File: src/rtl/mine_pkg.sv
// Shared encodings for the minesweeper game controller and its flood-fill helper.
package mine_pkg;

    typedef enum logic [2:0] {
        ST_IDLE   = 3'd0,
        ST_MOVE   = 3'd1,
        ST_REVEAL = 3'd2,
        ST_FLOOD  = 3'd3,
        ST_WON    = 3'd4,
        ST_LOST   = 3'd5
    } mine_state_t;

    localparam logic [1:0] GAME_PLAY = 2'b00;
    localparam logic [1:0] GAME_WON  = 2'b01;
    localparam logic [1:0] GAME_LOST = 2'b10;

    localparam logic [1:0] DIR_RIGHT = 2'b00;
    localparam logic [1:0] DIR_UP    = 2'b01;
    localparam logic [1:0] DIR_LEFT  = 2'b10;
    localparam logic [1:0] DIR_DOWN  = 2'b11;

    localparam logic [3:0] STATE_BOMB = 4'd9;

endpackage

File: src/rtl/mine_flood_step.sv
// One combinational pass of zero-cascade reveal: marks hidden non-bomb squares that
// touch an already revealed zero square. Index 0 is bottom-right, N-1 top-left.
module mine_flood_step #(
    parameter int GRID_SIZE  = 3,
    parameter int STATE_SIZE = 4
) (
    input  logic [GRID_SIZE*GRID_SIZE-1:0]            bombGrid,
    input  logic [GRID_SIZE*GRID_SIZE-1:0]            revealGrid,
    input  logic [STATE_SIZE*GRID_SIZE*GRID_SIZE-1:0] states,
    output logic [GRID_SIZE*GRID_SIZE-1:0]            expand
);

    localparam int N = GRID_SIZE * GRID_SIZE;

    // Neighbour set of a square, clipped at the grid edges (no wrap).
    function automatic logic [N-1:0] neighbour_mask(input int idx);
        logic [N-1:0] m;
        int r, c, rr, cc;
        m = '0;
        r = idx / GRID_SIZE;
        c = idx % GRID_SIZE;
        for (int dr = -1; dr <= 1; dr++) begin
            for (int dc = -1; dc <= 1; dc++) begin
                rr = r + dr;
                cc = c + dc;
                if (!(dr == 0 && dc == 0) && rr >= 0 && rr < GRID_SIZE &&
                    cc >= 0 && cc < GRID_SIZE) begin
                    m[rr*GRID_SIZE + cc] = 1'b1;
                end
            end
        end
        return m;
    endfunction

    logic [N-1:0] zero_revealed;

    for (genvar i = 0; i < N; i++) begin : g_cell
        localparam logic [N-1:0] NB_MASK = neighbour_mask(i);
        assign zero_revealed[i] = revealGrid[i] &
                                  (states[i*STATE_SIZE +: STATE_SIZE] == '0);
        assign expand[i] = ~bombGrid[i] & ~revealGrid[i] & (|(zero_revealed & NB_MASK));
    end

endmodule

File: src/rtl/mine_controller.sv
// Minesweeper game controller: owns bomb/reveal/cursor registers, drives the board.
// Optional MINE_FIRST_CLICK_SAFE_EN: first reveal of a game never hits a bomb.
//
// state  | meaning
// IDLE   | waiting for a button, checks for a win every cycle
// MOVE   | move strobe out, latch board's proposed cursor next edge
// REVEAL | reveal square under cursor (extra cycle if first-click bomb removed)
// FLOOD  | one zero-cascade pass per cycle until nothing new expands
// WON    | terminal, only bombLoad/reset leave
// LOST   | terminal, only bombLoad/reset leave
module mine_controller
    import mine_pkg::*;
#(
    parameter int GRID_SIZE  = 3,
    parameter int STATE_SIZE = 4
) (
    input  logic                                       clk,
    input  logic                                       reset,
    input  logic                                       bombLoad,
    input  logic [GRID_SIZE*GRID_SIZE-1:0]             bombIn,
    input  logic                                       btnMove,
    input  logic [1:0]                                 btnDir,
    input  logic                                       btnReveal,
    input  logic [STATE_SIZE*GRID_SIZE*GRID_SIZE-1:0]  states,
    input  logic [GRID_SIZE*GRID_SIZE-1:0]             nextCursorGrid,
    output logic [GRID_SIZE*GRID_SIZE-1:0]             bombGrid,
    output logic [GRID_SIZE*GRID_SIZE-1:0]             revealGrid,
    output logic [GRID_SIZE*GRID_SIZE-1:0]             cursorGrid,
    output logic                                       move,
    output logic [1:0]                                 dir,
    output logic [1:0]                                 gameState,
    output logic                                       busy
);

    localparam int N = GRID_SIZE * GRID_SIZE;
    localparam logic [N-1:0] CURSOR_HOME = {1'b1, {(N-1){1'b0}}};

    mine_state_t  state_q, state_d;
    logic [N-1:0] bomb_q, bomb_d;
    logic [N-1:0] reveal_q, reveal_d;
    logic [N-1:0] cursor_q, cursor_d;
    logic         move_q, move_d;
    logic [1:0]   dir_q, dir_d;
    logic [N-1:0] expand;
    logic [N-1:0] state_zero;
    logic         cur_bomb, cur_revealed, cur_zero;
`ifdef MINE_FIRST_CLICK_SAFE_EN
    logic         first_q, first_d;
`endif

    mine_flood_step #(
        .GRID_SIZE  (GRID_SIZE),
        .STATE_SIZE (STATE_SIZE)
    ) u_flood_step (
        .bombGrid   (bomb_q),
        .revealGrid (reveal_q),
        .states     (states),
        .expand     (expand)
    );

    for (genvar i = 0; i < N; i++) begin : g_zero
        assign state_zero[i] = (states[i*STATE_SIZE +: STATE_SIZE] == '0);
    end

    assign cur_bomb     = |(cursor_q & bomb_q);
    assign cur_revealed = |(cursor_q & reveal_q);
    assign cur_zero     = |(cursor_q & state_zero);

    always_ff @(posedge clk) begin
        if (reset) begin
            state_q  <= ST_IDLE;
            bomb_q   <= '0;
            reveal_q <= '0;
            cursor_q <= CURSOR_HOME;
            move_q   <= 1'b0;
            dir_q    <= DIR_RIGHT;
`ifdef MINE_FIRST_CLICK_SAFE_EN
            first_q  <= 1'b1;
`endif
        end else begin
            state_q  <= state_d;
            bomb_q   <= bomb_d;
            reveal_q <= reveal_d;
            cursor_q <= cursor_d;
            move_q   <= move_d;
            dir_q    <= dir_d;
`ifdef MINE_FIRST_CLICK_SAFE_EN
            first_q  <= first_d;
`endif
        end
    end

    always_comb begin
        state_d  = state_q;
        bomb_d   = bomb_q;
        reveal_d = reveal_q;
        cursor_d = cursor_q;
        move_d   = 1'b0;
        dir_d    = dir_q;
`ifdef MINE_FIRST_CLICK_SAFE_EN
        first_d  = first_q;
`endif
        if (bombLoad) begin
            bomb_d   = bombIn;
            reveal_d = '0;
            cursor_d = CURSOR_HOME;
            state_d  = ST_IDLE;
`ifdef MINE_FIRST_CLICK_SAFE_EN
            first_d  = 1'b1;
`endif
        end else begin
            unique case (state_q)
                ST_IDLE: begin
                    if ((reveal_q | bomb_q) == '1) begin
                        state_d = ST_WON;
                    end else if (btnReveal) begin
                        state_d = ST_REVEAL;
                    end else if (btnMove) begin
                        dir_d   = btnDir;
                        move_d  = 1'b1;
                        state_d = ST_MOVE;
                    end
                end
                ST_MOVE: begin
                    // Wall moves and board glitches show up as a non-one-hot proposal.
                    if ($onehot(nextCursorGrid)) cursor_d = nextCursorGrid;
                    state_d = ST_IDLE;
                end
                ST_REVEAL: begin
`ifdef MINE_FIRST_CLICK_SAFE_EN
                    first_d = 1'b0;
`endif
                    if (cur_revealed) begin
                        state_d = ST_IDLE;
`ifdef MINE_FIRST_CLICK_SAFE_EN
                    end else if (first_q && cur_bomb) begin
                        // Stay one more cycle so states[] reflects the removed bomb.
                        bomb_d = bomb_q & ~cursor_q;
`endif
                    end else if (cur_bomb) begin
                        reveal_d = reveal_q | bomb_q;
                        state_d  = ST_LOST;
                    end else begin
                        reveal_d = reveal_q | cursor_q;
                        state_d  = cur_zero ? ST_FLOOD : ST_IDLE;
                    end
                end
                ST_FLOOD: begin
                    reveal_d = reveal_q | expand;
                    if (expand == '0) state_d = ST_IDLE;
                end
                ST_WON, ST_LOST: begin
                end
                default: state_d = ST_IDLE;
            endcase
        end
    end

    assign bombGrid   = bomb_q;
    assign revealGrid = reveal_q;
    assign cursorGrid = cursor_q;
    assign move       = move_q;
    assign dir        = dir_q;
    assign busy       = (state_q == ST_MOVE) || (state_q == ST_REVEAL) || (state_q == ST_FLOOD);
    assign gameState  = (state_q == ST_WON)  ? GAME_WON  :
                        (state_q == ST_LOST) ? GAME_LOST : GAME_PLAY;

endmodule

File: config.mk
export PLATFORM = sky130hd
export DESIGN_NAME = mine_controller
export DESIGN_NICKNAME = d
export VERILOG_FILES = /design/src/rtl/mine_pkg.sv /design/src/rtl/mine_flood_step.sv /design/src/rtl/mine_controller.sv
export SDC_FILE = /design/constraint.sdc
export NUM_CORES = 1
export LEC_CHECK = 0
export ABC_AREA = 1
export BUFFER_PORTS_ARGS = -buffer_cell sky130_fd_sc_hd__buf_2
export CORE_UTILIZATION = 35
export CTS_CLUSTER_SIZE = 12
export DETAILED_ROUTE_END_ITERATION = 16
export HOLD_SLACK_MARGIN = 0.1
export PLACE_DENSITY_LB_ADDON = 0.2
export SYNTH_ARGS = -nofsm -noshare
export SYNTH_HDL_FRONTEND = slang
export SYNTH_SLANG_ARGS = --single-unit
File: constraint.sdc
create_clock -name clk -period 3.09 [get_ports clk]
set_input_delay 0.309 -clock clk [delete_from_list [all_inputs] [get_ports clk]]
set_output_delay 0.309 -clock clk [all_outputs]
set_load 0.03 [all_outputs]
; ---- After elaboration in Yosys (flattened, before gate mapping)
; Index checks and enable logic that the tools add are counted.
[totals]
ramBits = 0
latch_bits = 0
inputBits = 61
regBits = 33
output_inout_bits = 33
rom_bits = 0
memories = 0
elab_cells = 127
[op_classes]
n_lt_le_gt_ge = 0
n_mux = 14
add_sub_neg = 8
reduce_logical = 33
mul = 0
div_mod_pow = 0
n_eq_ne = 10
bitwise_logic = 56
n_shift = 0
[op_table]
columns = op, count
row1 = $logic_not 4->1, 9
row2 = $and 1x1->1, 27
row3 = $and 9x9->9, 3
row4 = $or 9x9->9, 3
row5 = $reduce_or 9->1, 3
row6 = $reduce_or 5->1, 5
row7 = $not 1->1, 23
row8 = $mux 3, 6
row9 = $mux 9, 2
row10 = $pmux 9 s2, 1
row11 = $pmux 3 s4, 1
row12 = $reduce_or 3->1, 4
row13 = $eq 9x9->1 const B, 1
row14 = $logic_not 9->1, 1
row15 = $add 1x1->2, 4
row16 = $reduce_or 8->1, 1
row17 = $add 2x2->3, 2
row18 = $eq 3x2->1 const B, 2
row19 = $eq 3x3->1 const B, 2
row20 = $mux 2, 3
row21 = $reduce_and 5->1, 1
row22 = $add 3x3->4, 1
row23 = $add 4x1->4, 1
row24 = $eq 4x1->1 const B, 1
row25 = other kinds (10), 14

; ---- Longest topological paths before layout
[depth]
depth_word = 7
mapped_depth = 14
ltp_nobuf = 13

; ---- By module
; A second synthesis with hierarchy kept.
[unflattened]
cells_unflattened = 385
area_unflattened_um2 = 2377.3
[modules_own_cells]
columns = module, area_per_inst_um2, instances, cells_per_inst
row1 = mine_controller, 2062.0, 1, 320
row2 = mine_flood_step, 315.3, 1, 65

; ---- Worst setup path after synthesis
; No wires, ideal clock.
[synth_timing]
path_kind = input -> register
start = in nextCursorGrid[0]
end = reg cursor_q[8], in the netlist cursorGrid[8]
setup_ns = 0.120
required_time_ns = 2.970
stages = 14
slack_ns = -0.249
n_path_buf = 1
arrival_ns = 3.220
path_cell_list = inv_1 > fa_1 > fa_1 > fa_1 > inv_1 > fa_1 > inv_1 > fa_1 > nand3_1 > nor4_4 > nand2_2 > buf_6 > a21oi_1 > o21ai_1
[synth_via]
elab_chain_cells = 6
[synth_rtl]
columns = element, line
row1 = "start, declared", mine_controller.sv:25  ; input logic [GRID_SIZE*GRID_SIZE-1:0] nextCursorGrid,
row2 = $add 1x1->2 (not written as such), mine_controller.sv:126  ; if ($onehot(nextCursorGrid)) cursor_d = nextCursorGrid;
row3 = $add 2x2->3 (not written as such), mine_controller.sv:126
row4 = $add 3x3->4 (not written as such), mine_controller.sv:126
row5 = $add 4x1->4 (not written as such), mine_controller.sv:126
row6 = $eq 4x1->1, mine_controller.sv:126
row7 = $reduce_and 2->1 (no source line), --
row8 = "end signal, assigned", mine_controller.sv:84  ; cursor_q <= cursor_d;
row9 = "end, declared", mine_controller.sv:41  ; logic [N-1:0] cursor_q, cursor_d;
; Every way passes these cells.
; A chain may end at the register's enable or synchronous reset.

; ---- Worst setup path in the final report
[layout_timing]
start = in nextCursorGrid[0]
end = reg cursor_q[2], in the netlist cursorGrid[2]
; The elaborated chain is that of the path after synthesis.

==> parameters.txt <==
Parameter                              Value

Clocking
  Clock buffer depth    2
  Root Buffer Master    sky130_fd_sc_hd__clkbuf_8
  Total clock sinks    33
  Number of H-tree branching levels    2
  Hold bufs inserted after CTS    0
  Clock latency of the later-clocked register in the worst-skew pair    0.29 ns
  Total CTS buffers    5
  Clock transition at the registers of the reported paths    0.07 ns
  CTS tree    done

Placed design
  Placed cell area    0.00276 mm2
  Count of buffers inserted at the top-level ports    93
  Routability Congestion    0.975
  Instance count after placement with tap cells included    506
  HPWL after detailed placement    5.74 mm

Timing
  Crit path setup slack, layout    -0.194 ns
  Peak clock frequency supported by timing    approximately 300 MHz
  Final Max Tran Viols    0
  RSZ-0062 raised after global routing    yes
  Final number of setup-violating endpoints    9
  Worst slew pin tran    0.379 ns
  Relative max-transition margin    74.6%
  Final period util    106%
  Post-layout minimum cycle time    3.28 ns
  Hold Fails Final Rpt    0
  Sum of negative setup slack    -1.52 ns
  Clock Skew    between 0.008 and 0.009 ns

Logic synthesis
  Post-synthesis cell area    0.00220 mm2
  Post-synthesis average cell area    6.49 um2
  Synth Warn #    0
  Yosys reg bits    33
  Most instantiated flip-flop cell in the synthesis netlist    sky130_fd_sc_hd__dfxtp_1
  Syn_nets    407
  Share of flip-flops with an asynchronous set or reset    0%
  Sequential-to-total area share from yosys stat    30.0%
  Cells after Synth    339
  Post-synth cell types    32
  Post-synth EDFFs    0

Setup path
  Crit Path Max Fanout    6
  Required @ worst endpoint    3.31 ns
  Critical Path Slowest Stage Cell    sky130_fd_sc_hd__fa_1
  Cells along the critical path    buf_8 > inv_8 > fa_1 > fa_1 > fa_1 > inv_1 > fa_2 > inv_2 > fa_1 > nand3_2 > nor4_4 > nand2_2 > buf_4 > a21oi_1
  Worst setup EP type    flop
  Crit start category    primary input
  Crit path arrival time    3.51 ns
  Crit Path Class    primary input to flop
  Crit-path leading delay family    adder cells
  Max stage delay on crit path    0.55 ns
  Most used cell along the critical path    sky130_fd_sc_hd__fa_1
  Worst path buffer plus inverter count    5
  Worst-case register-to-register setup slack    1.33 ns

Power
  Worst ir drop on vdd    172 uV
  Power density cells    375 mW/mm2
  Leakage    1.45 nW

Cells and area
  Count of nets after finishing    about 510
  Final design utilization    48.8%
  Most frequent cells in the layout    91 x sky130_fd_sc_hd__buf_2, 72 x sky130_fd_sc_hd__nand2_1, 52 x sky130_fd_sc_hd__nor2_1, 40 x sky130_fd_sc_hd__inv_1, 33 x sky130_fd_sc_hd__dfxtp_1
  P&R area growth vs syn    32.9%
  Number of non-filler instances in the completed layout    517
  Fraction of final layout cells sized beyond drive strength 1    a little under a third
  Leading cell type in the layout, fill and taps excluded    sky130_fd_sc_hd__buf_2
  Count of inserted antenna diode cells    0
  Fin area    0.00293 mm2

Routing
  Wirelength per Cell    approximately 14 um
  Routed vias    2684
  Detail Route Antenna Nets    0
  Number of design-rule violations left by the first detailed-router iteration    188
  First drt pass iteration count    4
  Drt drc    0
  Overall routed net length    between 7 and 8 mm
  Avg Vias per Cell    5.19

Run status
  Violated checks    negative setup slack
  Run status    complete, but fails checks

Die
  Die footprint    0.00661 mm2
  Die height    81.3 um
  Placement Rows    28
  Die Wd    81.3 um
  Initial core utilization    ~37%
  Std-Cell Core Area    0.00599 mm2
  I/O pins    94

GRT
  Overall global routing resource usage    a little under a quarter
  First-pass GRT wire length    11.7 mm
  Antenna violations before repair    0
  Via count of the first global-routing pass    2471
  Largest net degree at the start of global routing    19
  Remaining global-route overflow    0

Job
  # Max-Cap Violations    0

Worst hold path
  Tightest Hold Check Type    primary input to flop
state kept, by name, summed over array words and instances, names as in the netlist:
register	count
dir	2
move	1
bombGrid	9
cursorGrid	9
revealGrid	9
state_q	3
logic make-up after synthesis:
logic type	synth area share (%)
simple gates	33.4
compound gates	20.4
buf+inv	10.5
flops	30.0
fa+ha+maj	5.69
report_power, final:
| group | internal (mW) | switching, mW | leakage, nW |
|---|---|---|---|
| combinational | 0.112 | 0.163 | 1.13 |
| sequential | 0.439 | 0.0174 | 0.268 |
| clock | 0.201 | 0.164 | 0.0542 |
| total | 0.752 | 0.344 | 1.45 |
layout make-up:
type                    instances  area (um2)
fillers                       642        3070
flip-flops and latches         33         661
clock buffers                   7        96.3
multi-input cells             254        1340
repair buffers                101         546
well taps                      75        93.8
inverters                      46         180
clock inverters                 1        5.00
worst min-delay path, cell delays in order:
cell and delay (ns):
sky130_fd_sc_hd__buf_2 0.09, sky130_fd_sc_hd__nand2_1 0.05, sky130_fd_sc_hd__a21oi_1 0.06
worst paths after layout:
| kind | from | end | depth (start not counted) |
|---|---|---|---|
| max reg2reg | revealGrid[4] | state_q[0] | 11 |
| max | nextCursorGrid[0] | cursorGrid[2] | 14 |
| min reg2reg | dir[1] | dir[1] | 2 |
| min | bombIn[6] | bombGrid[6] | 3 |
what timing repair did:
item,in CTS,in global routing
gates cloned,1,0
setup endpoints to repair,9,9
endpoints found under the hold margin,0,0
buffers inserted,1,3
resized for setup,9,6
pin swaps,1,1
cells in the mapped netlist, drive strengths merged (4+ instances only):
master / instances / area share [%]
nand2: 73 / 13
dfxtp: 33 / 30
inv: 46 / 7.8
nand3: 34 / 8.2
buf: 5 / 2.3
a31oi: 7 / 2.0
o21ai: 31 / 7.0
fa: 5 / 4.5
a21oi: 29 / 6.9
nor2: 53 / 9.4
nand4: 4 / 1.4
routing by layer:
layer	share of wire (%)	vias up	global-route usage, %
met4	1.4	0	5.71
met1	43	1243	30.7
met2	48	102	39.7
li1	-	1328	-
met3	7.5	11	4.16
met5	0	-	0
stage by stage:
stage / setup WS [ns] / total power [mW] / hold slack (ns)
floorplan: -0.228 / 0.633 / 0.378
global placement: -0.441 / 0.720 / 0.453
detailed placement: -0.493 / 0.726 / 0.459
CTS: -0.170 / 1.09 / 0.259
global route: -0.312 / 1.15 / 0.263
finish: -0.194 / 1.10 / 0.262
Note: power is estimated with default switching activity, not from simulation.
